File: src/rtl/voice_scheduler.sv
// voice_scheduler: maps note-on/note-off events onto a small bank of
// square-wave voices. Each event is accepted in IDLE, the target voice is
// found in SEARCH and the voice registers are updated in COMMIT.
// Optional feature macro: VOICE_SCHEDULER_STEAL_EN -- when defined, a note-on
// arriving with every voice busy overwrites the voice chosen by a round-robin
// steal pointer; when undefined such a note-on is dropped.
module voice_scheduler #(
    parameter int NUM_VOICES = 4,
    parameter int W          = 32
) (
    input  logic                    clk,
    input  logic                    reset,
    input  logic                    ev_valid,
    output logic                    ev_ready,
    input  logic                    ev_note_on,
    input  logic [W-1:0]            ev_period,
    input  logic [W-1:0]            ev_duty,
    output logic [NUM_VOICES-1:0]   voice_en,
    output logic [NUM_VOICES*W-1:0] voice_period,
    output logic [NUM_VOICES*W-1:0] voice_duty,
    output logic [NUM_VOICES-1:0]   voice_restart,
    output logic                    ev_dropped
);

    localparam int IDX_W = (NUM_VOICES > 1) ? $clog2(NUM_VOICES) : 1;

    localparam logic [1:0] IDLE   = 2'd0;
    localparam logic [1:0] SEARCH = 2'd1;
    localparam logic [1:0] COMMIT = 2'd2;

    // Action decided in SEARCH and carried out in COMMIT.
    localparam logic [2:0] ACT_DROP     = 3'd0;
    localparam logic [2:0] ACT_RETARGET = 3'd1;
    localparam logic [2:0] ACT_ALLOC    = 3'd2;
    localparam logic [2:0] ACT_OFF      = 3'd4;
`ifdef VOICE_SCHEDULER_STEAL_EN
    localparam logic [2:0] ACT_STEAL    = 3'd3;
`endif

    logic [1:0]       state;
    logic             accept;
    logic             ev_note_on_q;
    logic [W-1:0]     ev_period_q;
    logic [W-1:0]     ev_duty_q;
    logic             match_found;
    logic [IDX_W-1:0] match_idx;
    logic             free_found;
    logic [IDX_W-1:0] free_idx;
    logic [2:0]       act_next;
    logic [IDX_W-1:0] idx_next;
    logic [2:0]       act_q;
    logic [IDX_W-1:0] idx_q;
`ifdef VOICE_SCHEDULER_STEAL_EN
    logic [IDX_W-1:0] steal_ptr;
`endif

    // Ready is forced low while reset is held so nothing is accepted then.
    assign ev_ready = reset && (state == IDLE);
    assign accept   = ev_valid && ev_ready;

    // Three-state sequencer: IDLE -> SEARCH -> COMMIT -> IDLE.
    always_ff @(posedge clk) begin
        if (!reset) begin
            state <= IDLE;
        end else begin
            case (state)
                IDLE:    if (accept) state <= SEARCH;
                SEARCH:  state <= COMMIT;
                COMMIT:  state <= IDLE;
                default: state <= IDLE;
            endcase
        end
    end

    // Capture the event fields on acceptance; they are only read in SEARCH/COMMIT.
    always_ff @(posedge clk) begin
        if (accept) begin
            ev_note_on_q <= ev_note_on;
            ev_period_q  <= ev_period;
            ev_duty_q    <= ev_duty;
        end
    end

    // Lowest-index enabled voice with the event's period, and lowest-index free voice.
    always_comb begin
        match_found = 1'b0;
        match_idx   = '0;
        free_found  = 1'b0;
        free_idx    = '0;
        for (int i = NUM_VOICES - 1; i >= 0; i--) begin
            if (voice_en[i] && (voice_period[i*W +: W] == ev_period_q)) begin
                match_found = 1'b1;
                match_idx   = IDX_W'(i);
            end
            if (!voice_en[i]) begin
                free_found = 1'b1;
                free_idx   = IDX_W'(i);
            end
        end
    end

    // Pick the action for the in-flight event from the search results.
    always_comb begin
        act_next = ACT_DROP;
        idx_next = '0;
        if (ev_note_on_q) begin
            if (ev_period_q == '0) begin
                act_next = ACT_DROP;
            end else if (match_found) begin
                act_next = ACT_RETARGET;
                idx_next = match_idx;
            end else if (free_found) begin
                act_next = ACT_ALLOC;
                idx_next = free_idx;
            end else begin
`ifdef VOICE_SCHEDULER_STEAL_EN
                act_next = ACT_STEAL;
                idx_next = steal_ptr;
`else
                act_next = ACT_DROP;
`endif
            end
        end else if (match_found) begin
            act_next = ACT_OFF;
            idx_next = match_idx;
        end
    end

    // Register the decision at the end of SEARCH; voices cannot change meanwhile.
    always_ff @(posedge clk) begin
        if (state == SEARCH) begin
            act_q <= act_next;
            idx_q <= idx_next;
        end
    end

    // Voice bank update in COMMIT; restart and dropped are single-cycle pulses.
    always_ff @(posedge clk) begin
        if (!reset) begin
            voice_en      <= '0;
            voice_period  <= '0;
            voice_duty    <= '0;
            voice_restart <= '0;
            ev_dropped    <= 1'b0;
        end else begin
            voice_restart <= '0;
            ev_dropped    <= 1'b0;
            if (state == COMMIT) begin
                case (act_q)
                    ACT_RETARGET: begin
                        voice_duty[int'(idx_q)*W +: W] <= ev_duty_q;
                    end
`ifdef VOICE_SCHEDULER_STEAL_EN
                    ACT_ALLOC, ACT_STEAL: begin
`else
                    ACT_ALLOC: begin
`endif
                        voice_period[int'(idx_q)*W +: W] <= ev_period_q;
                        voice_duty[int'(idx_q)*W +: W]   <= ev_duty_q;
                        voice_en[idx_q]                  <= 1'b1;
                        voice_restart[idx_q]             <= 1'b1;
                    end
                    ACT_OFF: begin
                        voice_en[idx_q] <= 1'b0;
                    end
                    default: begin
                        ev_dropped <= 1'b1;
                    end
                endcase
            end
        end
    end

`ifdef VOICE_SCHEDULER_STEAL_EN
    // Round-robin steal pointer advances only when a voice is actually stolen.
    always_ff @(posedge clk) begin
        if (!reset) begin
            steal_ptr <= '0;
        end else if ((state == COMMIT) && (act_q == ACT_STEAL)) begin
            if (steal_ptr == IDX_W'(NUM_VOICES - 1)) begin
                steal_ptr <= '0;
            end else begin
                steal_ptr <= steal_ptr + IDX_W'(1);
            end
        end
    end
`endif

endmodule
File: config.mk
export PLATFORM = sky130hd
export DESIGN_NAME = voice_scheduler
export DESIGN_NICKNAME = d
export VERILOG_FILES = /design/src/rtl/voice_scheduler.sv
export SDC_FILE = /design/constraint.sdc
export NUM_CORES = 1
export LEC_CHECK = 0
export CAP_MARGIN = 25
export CORE_MARGIN = 5
export CORE_UTILIZATION = 54
export DETAILED_ROUTE_END_ITERATION = 8
export PLACE_DENSITY = 0.93
export SLEW_MARGIN = 20
export SYNTH_ARGS = -nofsm -noshare
export SYNTH_HDL_FRONTEND = slang
export SYNTH_SLANG_ARGS = --single-unit
File: constraint.sdc
create_clock -name clk -period 4.6 [get_ports clk]
set_input_delay 0.46 -clock clk [delete_from_list [all_inputs] [get_ports clk]]
set_output_delay 0.46 -clock clk [all_outputs]
set_load 0.03 [all_outputs]
Yosys cells after proc, flatten, opt, wreduce, memory -nomap -nowiden --
Index checks and enable logic that the tools add are counted.
Word-level totals: register bits after elaboration 337, input bits 68, output and inout bits 266, word-level logic and storage cells 81
Cells by class: $add $sub $neg 1, magnitude comparators 2, equal/unequal tests 10, shifts and indexed selects 3, muxes and demuxes 34, bitwise operators 3, reduce and logical (&&, ||, !) cells 17
Operator list (count):
- 128-bit bitwise mux | 2
- 32-bit by 33-bit variable part select with 128-bit output | 2
- 32-bit == test | 4
- 32-bit by 33-bit variable shift with 128-bit output, first input constant | 1
- 2-bit 2-to-1 mux | 17
- 7-bit negation with 33-bit output | 1
- 32-bit zero test | 1
- 1-bit 2-to-1 mux | 10
- 4-bit one-hot mux with 2 select lines | 1
- 2-bit AND reduction | 4
- 1-bit logical AND | 7
- 3-bit 2-to-1 mux | 2
- 4-bit AND | 1
- 4-bit inverter | 1
- 4-bit bitwise OR | 1
- 2-bit one-hot mux with 2 select lines | 1
- 3-bit by 1-bit == test with 1-bit output, second input constant | 1
- 3-bit by 2-bit == test with 1-bit output, second input constant | 1
- 3-bit == test, second input constant | 1
- 2-bit by 3-bit < comparator with 1-bit output, second input constant | 1
- 3-bit AND reduction | 1
- 3-bit OR reduction | 1
- 1-bit demux with 2-bit select | 1
- 2-bit by 1-bit == test with 1-bit output, second input constant | 1
- other kinds (6) | 6

Depth between registers and ports, before layout --
Gate-level depths: netlist of run 1.
word-level depth 9, depth in mapped cells 8

Worst setup path before layout of run 1 --
Ideal clock, no wire load.
path kind input -> register, start input reset, end register ev_duty_q[0], enable pin, setup time 0.430 ns, data arrival time 2.927 ns, required time 4.170 ns, setup slack 1.243 ns, stages 2, buffers on the path 0, path through nor3b_1 -> and2_1
On the way: longest elaborated chain between the ends 2
RTL lines:
- start: declaration | RTL line 12 | input logic reset,
- 1-bit logical AND | RTL line 58 | assign ev_ready = reset && (state == IDLE);
- 1-bit logical AND | RTL line 59 | assign accept = ev_valid && ev_ready;
- via accept | RTL line 41 | logic accept;
- end signal: assignment | RTL line 80 | ev_duty_q <= ev_duty;
- end: declaration | RTL line 44 | logic [W-1:0] ev_duty_q;
The timed path passes the listed nets, and every way through them passes these cells. A chain may end at the register's enable or synchronous reset.

Worst setup path in the final report of run 1 --
start register ev_period_q[20], end register act_q[1], data pin
On the way: longest elaborated chain between the ends 9
RTL lines:
- start: declaration | RTL line 43 | logic [W-1:0] ev_period_q;
- start signal: assignment | RTL line 79 | ev_period_q <= ev_period;
- 32-bit == test | RTL line 91 | if (voice_en[i] && (voice_period[i*W +: W] == ev_period_q)) begin
- 1-bit logical AND | RTL line 91
- 1-bit 2-to-1 mux (4 in a row) | RTL line 91
- 2-bit 2-to-1 mux | RTL line 109 | end else if (match_found) begin
- 2-bit 2-to-1 mux (*) | RTL line 107 | if (ev_period_q == '0) begin
- 3-bit 2-to-1 mux (*) | RTL line 106 | if (ev_note_on_q) begin
- end signal: assignment | RTL line 132 | act_q <= act_next;
- end: declaration | RTL line 51 | logic [2:0] act_q;
Mark *: on every way between the ends. The rest lies on a longest branch, timed or not.

==> results of run 1 <==
-- sequential cells by signal, summed over array words and instances, names as in the netlist, named ones only --
name	count
voice_restart	4
idx_q	2
ev_dropped	1
voice_duty	128
voice_period	128
act_q	3
state	2
ev_note_on_q	1
ev_duty_q	32
ev_period_q	32
-- power by group --
part	internal, mW	switching (mW)
sequential	3.05	0.0769
combinational	0.121	0.132
clock	1.67	1.23
-- stage by stage --
step                      utilization (%)  power (mW)
after global placement               67.1        3.42
final                                72.3        6.28
after global routing                 72.3        6.42
after detailed placement             67.4        3.43
after floorplan                         -        3.30
after CTS                            72.0        6.27
-- metal layers --
metal  share of wire, %  up-vias  global-route usage [%]
li1                   -     5694                       -
met1                 36     6300                    38.6
met2                 46     1045                    51.9
met3                 11      251                    8.58
met4                7.2        0                    19.6
met5                  0        -                       0
-- synth_stat cells, drive strengths merged (7+ instances only) --
library cell	number
xnor2	39
nand2	271
a21boi	257
xor2	89
clkbuf	60
buf	84
dfxtp	267
nor4	31
nor3	7
nand4	13
ha	7
and2	11
edfxtp	70
nand3	262
and3	7
-- area by class of cell --
type	instances	area share [%]
flip-flops and latches	337	39.4
multi-input cells	1030	32.7
repair buffers	360	19.2
clock buffers	46	5.47
well taps	335	2.22
clock inverters	17	0.822
inverters	5	0.0994
diodes	2	0.0265
-- cells by family after synthesis --
group                    after synthesis  synth area share (%)
AND/OR/NAND/NOR                      620                  20.1
flip-flops                           337                  51.9
XOR/XNOR                             128                  7.82
adder cells (fa/ha/maj)                7                 0.611
buffers and inverters                149                  5.18
AO/OA/AOI/OAI                        275                  14.3
-- worst min path at each step --
| stage | start | to |
|---|---|---|
| global placement | voice_duty[17] | voice_duty[17] |
| detailed placement | voice_duty[9] | voice_duty[9] |
| floorplan | ev_duty[0] | ev_duty_q[0] |
| CTS | reset | state[0] |
| finish | voice_duty[9] | voice_duty[9] |
| global route | reset | state[0] |
-- critical path, stage by stage, from the launching register on --
cell and delay [ps]:
edfxtp_1 870, xor2_1 170, nor4_1 430, nand4_1 190, nor3_1 490, nor4_1 160, and2_1 210
==> impl_metrics.csv, run 1 <==
group,metric,value,unit
logic_synthesis,async_flop_share,0,%
final_layout,area_delta_synth_final,31.7,%
place,port_buffers,333,
status,outcome,"finished clean",
clocking,cts_resized,0,
logic_synthesis,synth_cells,1516,
clocking,cts_sinks,337,
clocking,clockBufferDepth,3,
worst_setup_path,cp.required,4880,ps
timing,max_slew.worst_pin.slew,818,ps
detailed_routing,drt_iter0_markers,1890,
worst_setup_path,crit_end,"act_q[1]",
floorplan,die_w,173,µm
worst_setup_path,r2r-end,"act_q[1]",
final_layout,layout_common_cells,"clkdlybuf4s50_1 (332), nand2_1 (269), dfxtp_1 (267)",
floorplan,num_rows,59,
floorplan,dieArea,29900,µm²
logic_synthesis,synth_edf_count,70,
grt,antenna_found_initial,2,
worst_setup_path,timing.critical_path.to_type,"flop",
final_layout,layout_commonest_cell,"clkdlybuf4s50_1",
place,place_area,17600,µm²
timing,max_freq,363,MHz
timing,finClkSkew,28.3,ps
logic_synthesis,synth.net_count,1591,
final_layout,fillerInstances,1767,
logic_synthesis,yosysSeqAreaShare,51.9,%
place,dp_hpwl,33000,µm
final_layout,fin_nets,1844,
detailed_routing,first_pass_iters,9,
detailed_routing,totalWireLength,51000,µm
grt,overflow,0,
clocking,htreeDepth,2,
final_layout,multiInputGateArea,6180,µm²
detailed_routing,routed_via_density,6.23,
timing,rsz0062_at_grt,"no",
floorplan,io_pins,334,
place,dp.cells,2063,
worst_hold_path,min_path_cells,2,
grt,grt.total_usage,32.2,%
detailed_routing,vias,13300,
place,gp_congestion,0.921,
timing,finalSetupTns,0,ps
timing,hold_violations,0,
clocking,insertion_delay,530,ps
final_layout,fin_area,18900,µm²
timing,setup_ws,1840,ps
grt,grt_max_degree,138,
place,post-place-ws,2040,ps
timing,hold-worst-slack,452,ps
worst_hold_path,hold_path.class,"reg2reg",
floorplan,die-height,173,µm
final_layout,drive_above_1_share,5.24,%
timing,drv_slew,0,
grt,grt_pass1_wl,76700,µm
detailed_routing,route.detailed.drc,0,
logic_synthesis,ys.flop_type,"dfxtp_1",
logic_synthesis,yosys.cell_types.count,38,
clocking,clockRootBuffer,"clkbuf_16",
worst_setup_path,crit_path_max_fanout,9,
power,p_per_area,332,nW/µm²
floorplan,initial_core_util,54.9,%
logic_synthesis,yosysWarnings,0,
grt,grt_pass1_vias,13100,
power,ir_drop,0.328,mV
logic_synthesis,synth_area_per_cell,9.46,µm²
job,drv_cap,0,
clocking,numCtsBuffers,35,
worst_setup_path,cp.arrival,3040,ps
power,leakage,6.34,nW
clocking,clkTransAtPathRegs,60,ps
detailed_routing,drtAntennaViolNets,0,
clocking,cts_tree,"done",
logic_synthesis,synth_top_area_share,37.3,%
timing,period_minus_slack,2760,ps
logic_synthesis,synth_area,14300,µm²
worst_setup_path,crit_type,"reg2reg",
worst_setup_path,r2r-start,"ev_period_q[20]",
worst_setup_path,crit_start,"ev_period_q[20]",
worst_setup_path,r2r_slack,1840,ps
timing,setup_viol,0,
timing,slew_headroom,45.5,%
worst_setup_path,rr_worst_depth,6,
logic_synthesis,synth_top_area_cell,"dfxtp_1",
worst_setup_path,startpoint_type,"flop",
logic_synthesis,synthTopCellsByArea,"dfxtp_1 (37%), edfxtp_1 (15%), a21boi_0 (12%)",
timing,fin_crit_sh,60.0,%
final_layout,seqCellArea,7450,µm²
clocking,hold_buffers,0,
final_layout,fin_cells,2132,
detailed_routing,wl_per_cell,23.9,µm
logic_synthesis,synth_seq_cells,337,
floorplan,core_region_area,26100,µm²
clocking,cts_setup_buffers,0,
Note: power is estimated with default switching activity, not from simulation.
==> run 2, diff against run 1 <==
--- a/config.mk
+++ b/config.mk
@@ -7,9 +7,9 @@
 export LEC_CHECK = 0
 export CAP_MARGIN = 25
 export CORE_MARGIN = 5
-export CORE_UTILIZATION = 54
+export CORE_UTILIZATION = 50
 export DETAILED_ROUTE_END_ITERATION = 8
-export PLACE_DENSITY = 0.93
+export PLACE_DENSITY = 0.88
 export SLEW_MARGIN = 20
 export SYNTH_ARGS = -nofsm -noshare
 export SYNTH_HDL_FRONTEND = slang
==> constraint.sdc (replaced) <==
create_clock -name clk -period 2.9 [get_ports clk]
set_input_delay 0.29 -clock clk [delete_from_list [all_inputs] [get_ports clk]]
set_output_delay 0.29 -clock clk [all_outputs]
set_load 0.03 [all_outputs]
==> impl_metrics.csv, run 2 (same netlist as run 1, synthesis figures left out) <==
group,metric,value,unit
clocking,cts_sinks,337,
floorplan,die_w,179,µm
power,clkPwrFrac,45.7,%
final_layout,area_delta_synth_final,32.1,%
floorplan,io_pins,334,
worst_setup_path,crit_type,"reg2reg",
timing,slew_headroom,24.4,%
clocking,cts_setup_buffers,0,
grt,grt_max_degree,267,
place,dp_hpwl,33600,µm
job,drv_cap,0,
detailed_routing,routed_via_density,5.91,
status,outcome,"finished clean",
final_layout,layout_common_cells,"clkdlybuf4s50_1 (332), nand2_1 (271), dfxtp_1 (267)",
worst_setup_path,critPathMostFrequentCell,"nor4_1",
power,p_comb_share,4.3,%
power,internal_power,7.62,mW
grt,grt_pass1_wl,74800,µm
clocking,cts_tree,"done",
timing,finClkSkew,20.8,ps
floorplan,initial_core_util,50.4,%
timing,fin_crit_sh,89.5,%
worst_setup_path,cpMaxStageDelayCell,"edfxtp_1",
clocking,clockRootBuffer,"clkbuf_16",
clocking,hold_buffers,0,
worst_setup_path,cp.required,3180,ps
final_layout,fin_nets,1850,
power,netSwitchingFraction,22.9,%
timing,drv_slew,0,
timing,setup_viol,0,
power,seqPwrFrac,50.0,%
floorplan,num_rows,62,
final_layout,reg_top3,"voice_duty x128, voice_period x128",
final_layout,drive_above_1_share,5.44,%
clocking,htreeDepth,2,
clocking,numCtsBuffers,35,
worst_hold_path,hold_path.class,"in2reg",
floorplan,dieArea,32200,µm²
detailed_routing,totalWireLength,50200,µm
place,post-place-ws,386,ps
detailed_routing,drtAntennaViolNets,0,
grt,antenna_found_initial,1,
timing,hold_violations,0,
grt,overflow,0,
timing,rsz0062_at_grt,"no",
place,gp_congestion,0.979,
detailed_routing,vias,12900,
power,leakage,6.34,nW
worst_setup_path,cp.arrival,2870,ps
worst_setup_path,crit_path_max_fanout,9,
clocking,clockBufferDepth,3,
timing,period_minus_slack,2600,ps
grt,grt_pass1_vias,12500,
detailed_routing,drt_iter0_markers,1674,
detailed_routing,wl_per_cell,22.9,µm
timing,max_slew.worst_pin.slew,1130,ps
power,ir_drop,0.395,mV
detailed_routing,route.detailed.drc,0,
clocking,clkTransAtPathRegs,60,ps
timing,max_freq,385,MHz
clocking,insertion_delay,530,ps
worst_setup_path,critical-path-max-stage-delay,640,ps
place,port_buffers,333,
final_layout,layout_commonest_cell,"clkdlybuf4s50_1",
timing,finalSetupTns,0,ps
detailed_routing,first_pass_iters,6,
worst_setup_path,startpoint_type,"flop",
power,p_per_area,522,nW/µm²
grt,grt.total_usage,30.0,%
timing,setup_ws,304,ps
worst_setup_path,crit_chain,"xor2_1 -> nor4_1 -> nand4_1 -> nor4_1 -> nor4_1 -> and2_1",
worst_setup_path,timing.critical_path.to_type,"flop",
power,p_sw,2.26,mW
floorplan,die-height,179,µm
floorplan,core_region_area,28500,µm²
clocking,cts_resized,0,
[run 2: cell count changes in the layout (fill, tap and decap cells not counted), moves of 4 or more]
cell | before | now
buf_4 | 19 | 28
clkbuf_16 | 40 | 36
clkbuf_8 | 1 | 7
buf_12 | 1 | 5
buf_8 | 5 | 0
[run 2: final timing paths]
check,cells past startpoint,slack [ps],to,startpoint
worst max-delay path,6,300,act_q[1],ev_period_q[13]
worst min register to register,2,450,voice_duty[30],voice_duty[30]
worst max register to register,6,300,act_q[1],ev_period_q[13]
worst min-delay path,3,220,state[0],reset
[run 2: power by group through the flow]
stage               registers (mW)  clock network [mW]  logic (mW)
CTS                           4.94                4.53       0.415
global placement              5.04                   0       0.410
finish                        4.94                4.51       0.425
floorplan                     4.97                   0       0.270
global route                  4.95                4.74       0.442
detailed placement            5.04                   0       0.414
[run 2: metrics by stage]
step / std cells / utilization (%) / total power, mW / hold WS [ps] / instance area (µm²)
floorplan: 1516 / - / 5.24 / 389 / 14300
global placement: 2122 / 62.4 / 5.45 / 438 / 17800
detailed placement: 2122 / 62.4 / 5.45 / 447 / 17800
CTS: 2186 / 66.5 / 9.88 / 205 / 18900
global route: 2187 / 66.5 / 10.1 / 219 / 18900
finish: 2188 / 66.5 / 9.88 / 216 / 18900
[run 2: critical path: cells and delay by family, from the launching register on]
family	cells	cell delay [ps]
XOR/XNOR	1	240
AND/OR/NAND/NOR	5	1460
flip-flops	1	640
[run 2: area by class of cell]
type | instances | area [µm²]
multi-input cells | 1030 | 6180
clock inverters | 17 | 155
flip-flops and latches | 337 | 7450
well taps | 384 | 480
repair buffers | 366 | 3640
clock buffers | 47 | 1010
diodes | 2 | 5.00
fillers | 2138 | 9530
inverters | 5 | 18.8
[run 2: metal layers]
metal  up-vias  routed length (µm)  GRT usage, %
met5         -                   0             0
met4         0                2710          13.8
met3       175                6360          9.13
met2       915               23000          47.1
met1      6125               18100          38.2
li1       5713                   -             -
==> run 3, diff against run 2 <==
--- a/config.mk
+++ b/config.mk
@@ -9,7 +9,7 @@
 export CORE_MARGIN = 5
 export CORE_UTILIZATION = 50
 export DETAILED_ROUTE_END_ITERATION = 8
-export PLACE_DENSITY = 0.88
+export PLACE_DENSITY = 0.8
 export SLEW_MARGIN = 20
 export SYNTH_ARGS = -nofsm -noshare
 export SYNTH_HDL_FRONTEND = slang
==> impl_metrics.csv, run 3 (same netlist as run 1, synthesis figures left out) <==
group,metric,value,unit
status,outcome,"finished clean",
place,gp_congestion,0.970,
power,total_power,9.99,mW
timing,max_freq,389,MHz
worst_setup_path,startpoint_type,"flop",
worst_setup_path,path_buf_inv,0,
grt,grt.total_usage,31.1,%
floorplan,num_rows,62,
worst_setup_path,cp.arrival,2840,ps
detailed_routing,first_pass_iters,5,
floorplan,dieArea,32200,µm²
place,post-place-ws,386,ps
power,internal_power,7.74,mW
final_layout,reg_top3,"voice_duty x128, voice_period x128",
clocking,cts_setup_buffers,0,
power,p_sw,2.25,mW
worst_setup_path,crit_path_max_fanout,9,
detailed_routing,drt_iter0_markers,1662,
final_layout,fin_nets,1861,
floorplan,die_w,179,µm
worst_setup_path,crit_end,"idx_q[0]",
grt,antenna_found_initial,1,
floorplan,core_region_area,28500,µm²
worst_setup_path,crit_start,"ev_period_q[15]",
power,ir_drop,0.386,mV
detailed_routing,totalWireLength,52000,µm
timing,finalSetupTns,0,ps
worst_setup_path,r2r-start,"ev_period_q[15]",
detailed_routing,route.detailed.drc,0,
grt,overflow,0,
timing,setup_ws,332,ps
worst_setup_path,r2r_slack,330,ps
power,p_per_area,524,nW/µm²
timing,hold_violations,0,
floorplan,die-height,179,µm
final_layout,fillerInstances,2245,
clocking,numCtsBuffers,36,
grt,grt_pass1_wl,76500,µm
place,port_buffers,333,
timing,drv_slew,0,
job,drv_cap,0,
timing,hold-worst-slack,210,ps
power,leakage,6.43,nW
timing,fin_crit_sh,88.5,%
detailed_routing,vias,13000,
power,seqPwrFrac,49.4,%
power,clkPwrFrac,46.2,%
place,dp_hpwl,35600,µm
timing,period_minus_slack,2570,ps
floorplan,initial_core_util,50.4,%
detailed_routing,routed_via_density,5.90,
floorplan,io_pins,334,
timing,rsz0062_at_grt,"no",
clocking,hold_buffers,0,
final_layout,multiInputGateArea,6180,µm²
worst_setup_path,rr_worst_depth,6,
timing,setup_viol,0,
power,p_comb_share,4.4,%
worst_setup_path,r2r-end,"idx_q[0]",
final_layout,utilization,67.0,%
clocking,cts_sinks,337,
clocking,clockBufferDepth,3,
timing,max_slew.worst_pin.slew,666,ps
final_layout,area_delta_synth_final,33.1,%
clocking,clockRootBuffer,"clkbuf_16",
clocking,cts_resized,0,
worst_hold_path,hold_path.class,"in2reg",
final_layout,seqCellArea,7450,µm²
timing,slew_headroom,54.5,%
timing,finClkSkew,15.5,ps
final_layout,layout_common_cells,"clkdlybuf4s50_1 (332), nand2_1 (271), dfxtp_1 (267)",
clocking,clkTransAtPathRegs,60,ps
grt,grt_max_degree,126,
clocking,cts_tree,"done",
worst_setup_path,cpMaxStageDelayCell,"edfxtp_1",
detailed_routing,wl_per_cell,23.7,µm
worst_setup_path,timing.critical_path.to_type,"flop",
power,netSwitchingFraction,22.6,%
worst_setup_path,crit_type,"reg2reg",
worst_setup_path,critical-path-max-stage-delay,780,ps
worst_setup_path,cp.required,3180,ps
worst_setup_path,crit_chain,"xnor2_1 -> nand2_1 -> a2111oi_0 -> and3_1 -> o21ba_1 -> o21a_1",
clocking,htreeDepth,2,
final_layout,layout_commonest_cell,"clkdlybuf4s50_1",
clocking,insertion_delay,530,ps
worst_setup_path,cp.depth,6,
worst_setup_path,crit_family,"compound AO/OA/AOI/OAI gates",
detailed_routing,drtAntennaViolNets,0,
grt,grt_pass1_vias,12500,
final_layout,drive_above_1_share,6.01,%
-- run 3: cell count changes in the layout (fill, tap and decap cells not counted), moves of 2 or more --
cell	delta
buf_16	+2
buf_4	+9
clkbuf_1	+5
clkbuf_16	+4
clkinv_1	-4
clkinv_2	+2
-- run 3: cell type report --
cell class | instances | area share (%)
Timing Repair Buffer | 376 | 19.6
Antenna cell | 2 | 0.0262
Inverter | 5 | 0.0984
Sequential cell | 337 | 39.0
Tap cell | 384 | 2.52
Clock inverter | 11 | 0.446
Clock buffer | 55 | 5.86
Multi-Input combinational cell | 1030 | 32.4
-- run 3: power groups by stage --
| stage | Sequential, mW | Clock [mW] | Combinational [mW] |
|---|---|---|---|
| global route | 4.94 | 4.86 | 0.459 |
| floorplan | 4.97 | 0 | 0.270 |
| finish | 4.94 | 4.61 | 0.440 |
| detailed placement | 5.04 | 0 | 0.429 |
| CTS | 4.93 | 4.66 | 0.431 |
| global placement | 5.03 | 0 | 0.428 |
-- run 3: layer usage --
metal	wire, µm	track usage, %	vias to the layer above
met3	5910	8.33	152
met2	23800	48.6	863
met1	20000	41.1	6243
met4	2380	12.7	0
li1	-	-	5725
met5	0	0	-
-- run 3: worst min-delay path by stage --
stage / start / to / cells past startpoint
3_3_place_gp: voice_duty[10] / voice_duty[10] / 2
6_report: reset / state[0] / 3
5_1_grt: reset / state[0] / 3
4_1_cts: reset / state[0] / 3
2_1_floorplan: ev_duty[0] / ev_duty_q[0] / 0
3_5_place_dp: voice_duty[13] / voice_duty[13] / 2
-- run 3: worst register-to-register path: cells and delay by family (launching register included) --
family | cells | cell delay [ps]
xor gates and xnor gates | 1 | 190
DFF | 1 | 780
and+or+nand+nor | 2 | 410
AOI/OAI and AO/OA | 3 | 940
-- run 3: metrics by stage --
stage / std cells / instance area, µm²
after floorplan: 1516 / 14300
after global placement: 2130 / 17800
after detailed placement: 2131 / 17800
after CTS: 2197 / 19000
after global routing: 2199 / 19100
final: 2200 / 19100
